==> src/rtl/spi_master_multi.sv <==
// spi_master_multi: SPI master with configurable word length, SCLK divider
// and slave-select count; per-transfer CPOL/CPHA and bit order.
module spi_master_multi #(
    parameter int WORD_LENGTH      = 8,
    parameter int CLK_PER_HALF_BIT = 4,
    parameter int NUM_SS           = 2
) (
    input  logic                                       clk,
    input  logic                                       rst,
    input  logic                                       tx_valid,
    output logic                                       tx_ready,
    input  logic [WORD_LENGTH-1:0]                     tx_data,
    input  logic [((NUM_SS > 1) ? $clog2(NUM_SS) : 1)-1:0] ss_sel,
    input  logic                                       cpol,
    input  logic                                       cpha,
    input  logic                                       lsb_first,
    output logic                                       rx_valid,
    output logic [WORD_LENGTH-1:0]                     rx_data,
    output logic                                       busy,
    output logic                                       sclk,
    output logic                                       mosi,
    input  logic                                       miso,
    output logic [NUM_SS-1:0]                          ss_n
);

    localparam int W  = WORD_LENGTH;
    localparam int H  = CLK_PER_HALF_BIT;
    localparam int SW = (NUM_SS > 1) ? $clog2(NUM_SS) : 1;
    localparam int CW = $clog2(H);
    localparam int EW = $clog2(2 * W);

    typedef enum logic [1:0] {
        S_IDLE,
        S_SETUP,
        S_SHIFT,
        S_HOLD
    } state_t;

    state_t        state_q, state_d;
    logic [CW-1:0] cnt_q, cnt_d;
    logic [EW-1:0] edge_q, edge_d;
    logic [W-1:0]  tx_q, tx_d;
    logic [W-1:0]  rx_q, rx_d;
    logic [W-1:0]  rx_data_q, rx_data_d;
    logic [SW-1:0] sel_q, sel_d;
    logic          cpol_q, cpol_d;
    logic          cpha_q, cpha_d;
    logic          lsb_q, lsb_d;
    logic          sclk_q, sclk_d;
    logic          mosi_q, mosi_d;
    logic          rx_valid_q, rx_valid_d;

    logic tc;
    logic last_edge;
    logic lead;
    logic samp_en;
    logic drive_en;
    logic active;

    function automatic logic first_bit(input logic [W-1:0] w, input logic lsb);
        return lsb ? w[0] : w[W-1];
    endfunction

    function automatic logic [W-1:0] advance(input logic [W-1:0] w, input logic lsb);
        return lsb ? (w >> 1) : (w << 1);
    endfunction

    assign tc        = (cnt_q == CW'(H - 1));
    assign last_edge = (edge_q == EW'(2 * W - 1));
    // edge_q counts edges already made, so an even count means a leading edge
    assign lead      = ~edge_q[0];
    assign samp_en   = (lead != cpha_q);
    assign drive_en  = ~samp_en & ~last_edge;
    assign active    = (state_q != S_IDLE);

    assign tx_ready = (state_q == S_IDLE);
    assign busy     = active;
    assign sclk     = sclk_q;
    assign mosi     = mosi_q;
    assign rx_valid = rx_valid_q;
    assign rx_data  = rx_data_q;

    // Next-state, shift and SCLK generation
    always_comb begin
        state_d    = state_q;
        cnt_d      = cnt_q;
        edge_d     = edge_q;
        tx_d       = tx_q;
        rx_d       = rx_q;
        rx_data_d  = rx_data_q;
        sel_d      = sel_q;
        cpol_d     = cpol_q;
        cpha_d     = cpha_q;
        lsb_d      = lsb_q;
        sclk_d     = sclk_q;
        mosi_d     = mosi_q;
        rx_valid_d = 1'b0;
        unique case (state_q)
            S_IDLE: begin
                sclk_d = cpol;
                mosi_d = 1'b0;
                if (tx_valid) begin
                    state_d = S_SETUP;
                    cnt_d   = '0;
                    edge_d  = '0;
                    rx_d    = '0;
                    sel_d   = ss_sel;
                    cpol_d  = cpol;
                    cpha_d  = cpha;
                    lsb_d   = lsb_first;
                    if (!cpha) begin
                        mosi_d = first_bit(tx_data, lsb_first);
                        tx_d   = advance(tx_data, lsb_first);
                    end else begin
                        tx_d = tx_data;
                    end
                end
            end
            S_SETUP: begin
                if (tc) begin
                    state_d = S_SHIFT;
                    cnt_d   = '0;
                end else begin
                    cnt_d = cnt_q + 1'b1;
                end
            end
            S_SHIFT: begin
                if (tc) begin
                    cnt_d  = '0;
                    sclk_d = ~sclk_q;
                    if (samp_en) begin
                        rx_d = lsb_q ? {miso, rx_q[W-1:1]}
                                     : {rx_q[W-2:0], miso};
                    end
                    if (drive_en) begin
                        mosi_d = first_bit(tx_q, lsb_q);
                        tx_d   = advance(tx_q, lsb_q);
                    end
                    if (last_edge) begin
                        state_d = S_HOLD;
                        edge_d  = '0;
                    end else begin
                        edge_d = edge_q + 1'b1;
                    end
                end else begin
                    cnt_d = cnt_q + 1'b1;
                end
            end
            S_HOLD: begin
                if (tc) begin
                    state_d    = S_IDLE;
                    cnt_d      = '0;
                    mosi_d     = 1'b0;
                    rx_data_d  = rx_q;
                    rx_valid_d = 1'b1;
                end else begin
                    cnt_d = cnt_q + 1'b1;
                end
            end
        endcase
    end

    // Slave-select decode; out-of-range selects assert nothing
    always_comb begin
        ss_n = '1;
        for (int i = 0; i < NUM_SS; i++) begin
            if (active && sel_q == SW'(i)) begin
                ss_n[i] = 1'b0;
            end
        end
    end

    // State and datapath registers
    always_ff @(posedge clk or negedge rst) begin
        if (!rst) begin
            state_q    <= S_IDLE;
            cnt_q      <= '0;
            edge_q     <= '0;
            tx_q       <= '0;
            rx_q       <= '0;
            rx_data_q  <= '0;
            sel_q      <= '0;
            cpol_q     <= 1'b0;
            cpha_q     <= 1'b0;
            lsb_q      <= 1'b0;
            sclk_q     <= 1'b0;
            mosi_q     <= 1'b0;
            rx_valid_q <= 1'b0;
        end else begin
            state_q    <= state_d;
            cnt_q      <= cnt_d;
            edge_q     <= edge_d;
            tx_q       <= tx_d;
            rx_q       <= rx_d;
            rx_data_q  <= rx_data_d;
            sel_q      <= sel_d;
            cpol_q     <= cpol_d;
            cpha_q     <= cpha_d;
            lsb_q      <= lsb_d;
            sclk_q     <= sclk_d;
            mosi_q     <= mosi_d;
            rx_valid_q <= rx_valid_d;
        end
    end

endmodule

==> config.mk <==
export PLATFORM = sky130hd
export DESIGN_NAME = spi_master_multi
export DESIGN_NICKNAME = d
export VERILOG_FILES = /design/src/rtl/spi_master_multi.sv
export SDC_FILE = /design/constraint.sdc
export NUM_CORES = 1
export LEC_CHECK = 0
export BUFFER_PORTS_ARGS = -buffer_cell sky130_fd_sc_hd__buf_2
export CELL_PAD_IN_SITES_DETAIL_PLACEMENT = 2
export CELL_PAD_IN_SITES_GLOBAL_PLACEMENT = 2
export CORE_MARGIN = 10
export CORE_UTILIZATION = 25
export DETAILED_ROUTE_END_ITERATION = 10
export PLACE_DENSITY = 0.58
export SYNTH_ARGS = -nofsm -noshare
export SYNTH_HDL_FRONTEND = slang
export SYNTH_SLANG_ARGS = --single-unit
==> constraint.sdc <==
create_clock -name clk -period 1.9 [get_ports clk]
set_clock_uncertainty 0.15 [all_clocks]
set_input_delay 0.38 -clock clk [delete_from_list [all_inputs] [get_ports clk]]
set_output_delay 0.38 -clock clk [all_outputs]
set_load 0.05 [all_outputs]
==> results_dict.tcl <==
set metrics [dict create \
    fin_nets 306 \
    reg2reg_from "state_q[1]" \
    syn-cell-area_um2 2220 \
    min_period_ns 1.97 \
    synth_top_cell_by_area "dfrtp_1" \
    fin_crit_sh_pct 104 \
    endpoint_kind "flip-flop" \
    stdcell_count 391 \
    hpwl_mm 4.79 \
    seq_area_frac_synth_pct 42.8 \
    startpoint_type "flip-flop" \
    worst_pin_slew_ns 0.413 \
    status "complete, but fails checks" \
    vias 1862 \
    yosys.area.top_type_share_pct 42.8 \
    ys.flop_type "dfrtp_1" \
    slew-limit-headroom_pct 72.5 \
    antenna_found_initial 0 \
    p_int_mw 3.23 \
    crit_chain "buf_6 -> ha_4 -> buf_12 -> nor2b_4 -> or3_4 -> buf_6 -> a22o_1" \
    track_usage_pct 11.1 \
    cp_max_fo 6 \
    die_w_um 114 \
    fmax_mhz 508 \
    setup_viol 15 \
    finalMaxSlewViolations 0 \
    final_util_pct 36.7 \
    multi_input_area_um2 1340 \
    wire_per_inst_um 18.2 \
    synth_nets 240 \
    grt_pass1_wl_mm 11.6 \
    htreeDepth 2 \
    cpLargestDelayFamily "simple AND/OR/NAND/NOR gates" \
    rows 34 \
    ant_nets 0 \
    p_leak_nw 1.48 \
    drt_iter0_drc 94 \
    syn-instance-count 216 \
    syn_to_final_growth_pct 43.3 \
    viasPerCell 4.76 \
    cts_tree "built" \
    critPathRequiredTime_ns 1.94 \
    io_pins 31 \
    seqPwrFrac_pct 22.6 \
    worst_path_max_delay_cell "dfrtp_1" \
    fin_total_pwr_mw 5.60 \
    min-delay-start "ss_sel" \
    drt-total-wl_mm 7.13 \
    grt_pass1_vias 2164 \
    ys_seq_elements 38 \
    synth.distinct_cells 39 \
    clkTransAtPathRegs_ns 0.09 \
    synthXorXnorAreaFrac_pct 1.13 \
    clock_latency_ns 0.30 \
    ys_warn_count 0 \
    synthArstFlopShare_pct 100 \
    critPathKind "reg2reg" \
    clockBufferDepth 2 \
    avgSynthCellArea_um2 10.3 \
    gp_congestion 0.719 \
    synthMuxAreaShare_pct 21.3 \
    num_antenna_cells 0 \
    cpPeakStageDelay_ns 0.41 \
    reg2reg_slack_ns -0.07 \
    p_per_area_nw_per_um2 1760 \
    violations "negative setup slack" \
    core_area_um2 8680 \
    cts_made_buffers 5 \
    hold_end "sel_q" \
    die_height_um 114 \
    n_fill_cell 954 \
    hold_depth 2 \
    crit_arrival_ns 2.01 \
    r2r_cells 7 \
    worst_slack_ns -0.0688 \
    pwr-share-clk_pct 15.5 \
    layout-drive-gt1-share_pct 51.9 \
    synth_edf_count 0 \
    synth_top_family_by_area "multiplexers" \
    initial_core_util_pct 25.6 \
    crit_path_frequent_cell "buf_6" \
    cp_num_buf_inv 3 \
    r2r-end "edge_q[3]" \
    timing.max_cap.violations 0 \
    synthTopCellsByArea "dfrtp_1 (43%), mux2_2 (17%), o21ai_0 (6.5%), nand2_1 (5.2%), ha_1 (4.5%)" \
    synth-compound-area-share_pct 14.4 \
    drc 0 \
    hold_violations 0 \
    synthAdderAreaFrac_pct 4.50 \
    combPwrFrac_pct 61.9 \
    grt_setup_unrepaired "true" \
    vdd_drop_max_uv 785 \
    cts.sinks 38 \
    grt_max_degree 25 \
    clockRootBuffer "clkbuf_8" \
    min_path_type "in2reg" \
    dieArea_um2 13100 \
    grt-ovfl-total 0 \
    first_pass_iters 4 \
    synthSimpleGateAreaFrac_pct 11.5 \
    numPortBuffers 30 \
    seq_area_um2 951 \
    finalSetupTns_ns -0.438 \
    p_switching_mw 2.37 \
    place_inst 369 \
    swShare_pct 42.4 \
]
[layer usage]
| metal | wire, um | up-vias | global-route usage [%] |
|---|---|---|---|
| met5 | 0 | - | 0 |
| met4 | 63 | 0 | 3.26 |
| met3 | 286 | 4 | 2.94 |
| met2 | 3540 | 35 | 18.5 |
| met1 | 3250 | 927 | 13.7 |
| li1 | - | 896 | - |
[placed cells by master, fill, tap and decap left out, types with 2 or more instances in the layout]
master,synthesis,routed
a211o_1,2,2
a21oi_1,6,5
a22o_1,2,2
buf_12,0,4
buf_2,4,26
buf_4,0,31
buf_6,2,8
buf_8,0,2
bufinv_16,0,2
clkbuf_8,0,5
dfrtp_1,38,38
ha_1,8,4
ha_4,0,3
inv_1,7,4
inv_2,0,2
mux2_2,34,34
mux2_4,2,2
mux2i_1,6,6
nand2_1,31,28
nand2_4,0,2
nand2b_1,2,2
nand3_1,4,4
nor2_2,0,2
nor2b_1,5,2
nor2b_4,0,3
nor4_1,2,2
o21ai_0,29,11
o21ai_1,0,13
o21ai_2,0,5
or2_4,0,2
[Yosys cell counts (2+ instances only)]
cell type,count
nand2_1,31
mux2i_1,6
nor2b_1,5
buf_2,4
buf_6,2
clkbuf_1,6
nand3_1,4
nor2_1,4
mux2_2,34
dfrtp_1,38
a21oi_1,6
a211oi_1,2
nor4_1,2
a22o_1,2
ha_1,8
nand2b_1,2
mux2_4,2
o21ai_0,29
a211o_1,2
o2bb2ai_1,2
inv_1,7
[layout make-up]
| cell class | count | share of cell area, % |
|---|---|---|
| multi-input combinational | 157 | 41.9 |
| sequential | 38 | 29.8 |
| timing repair buffer | 73 | 18.8 |
| tap | 108 | 4.24 |
| clock buffer | 5 | 2.16 |
| clock inverter | 3 | 2.16 |
| inverter | 7 | 0.903 |
[cell families (layout without fill, tap and decap cells)]
family	count (synthesis)	after routing
muxes	42	42
adders and majority gates	8	8
and+or+nand+nor	54	54
AOI/OAI and AO/OA	51	51
buffers and inverters	21	88
DFF	38	38
xor gates and xnor gates	2	2
[timing repair]
item / in CTS / in global routing
gates cloned: 0 / 1
endpoints found under the setup margin: 19 / 35
hold buffers: 1 / 0
gates resized for setup: 24 / 34
pin swaps: 6 / 11
setup buffers: 7 / 8
endpoints found under the hold margin: 14 / 0
[worst max path at each step]
stage          slack (ns)  cells past startpoint         to       start
2_1_floorplan       -0.10                      8    tx_q[0]  state_q[1]
3_3_place_gp        -0.03                      8    rx_q[0]  state_q[0]
3_5_place_dp         -0.1                      8    rx_q[7]  state_q[0]
5_1_grt             -0.14                      7  edge_q[3]  state_q[1]
4_1_cts             -0.07                      5    ss_n[0]  state_q[0]
6_report            -0.07                      7  edge_q[3]  state_q[1]
[through the flow]
| stage | area (um2) | hold WS (ns) | setup slack [ns] |
|---|---|---|---|
| 2_1_floorplan | 2270 | -0.0656 | -0.103 |
| 3_3_place_gp | 2730 | 0.181 | -0.0279 |
| 3_5_place_dp | 2730 | 0.186 | -0.0960 |
| 4_1_cts | 3020 | 0.159 | -0.0710 |
| 5_1_grt | 3190 | 0.164 | -0.140 |
| 6_report | 3190 | 0.165 | -0.0688 |
[sequential cells by signal, indices dropped and copies added (netlist names), 2 cells and up]
name and cells:
rx_data 8, rx_q 8, tx_q 8, edge_q 4, cnt_q 2, state_q 2
[power by group through the flow]
stage / clock network (mW) / registers, mW / logic [mW]
after floorplan: 0 / 1.40 / 1.67
after global placement: 0 / 1.27 / 2.61
after detailed placement: 0 / 1.28 / 2.68
after CTS: 0.884 / 1.26 / 3.06
after global routing: 0.929 / 1.31 / 3.79
final: 0.865 / 1.27 / 3.47
No activity file was read; power rests on OpenSTA's default activity.
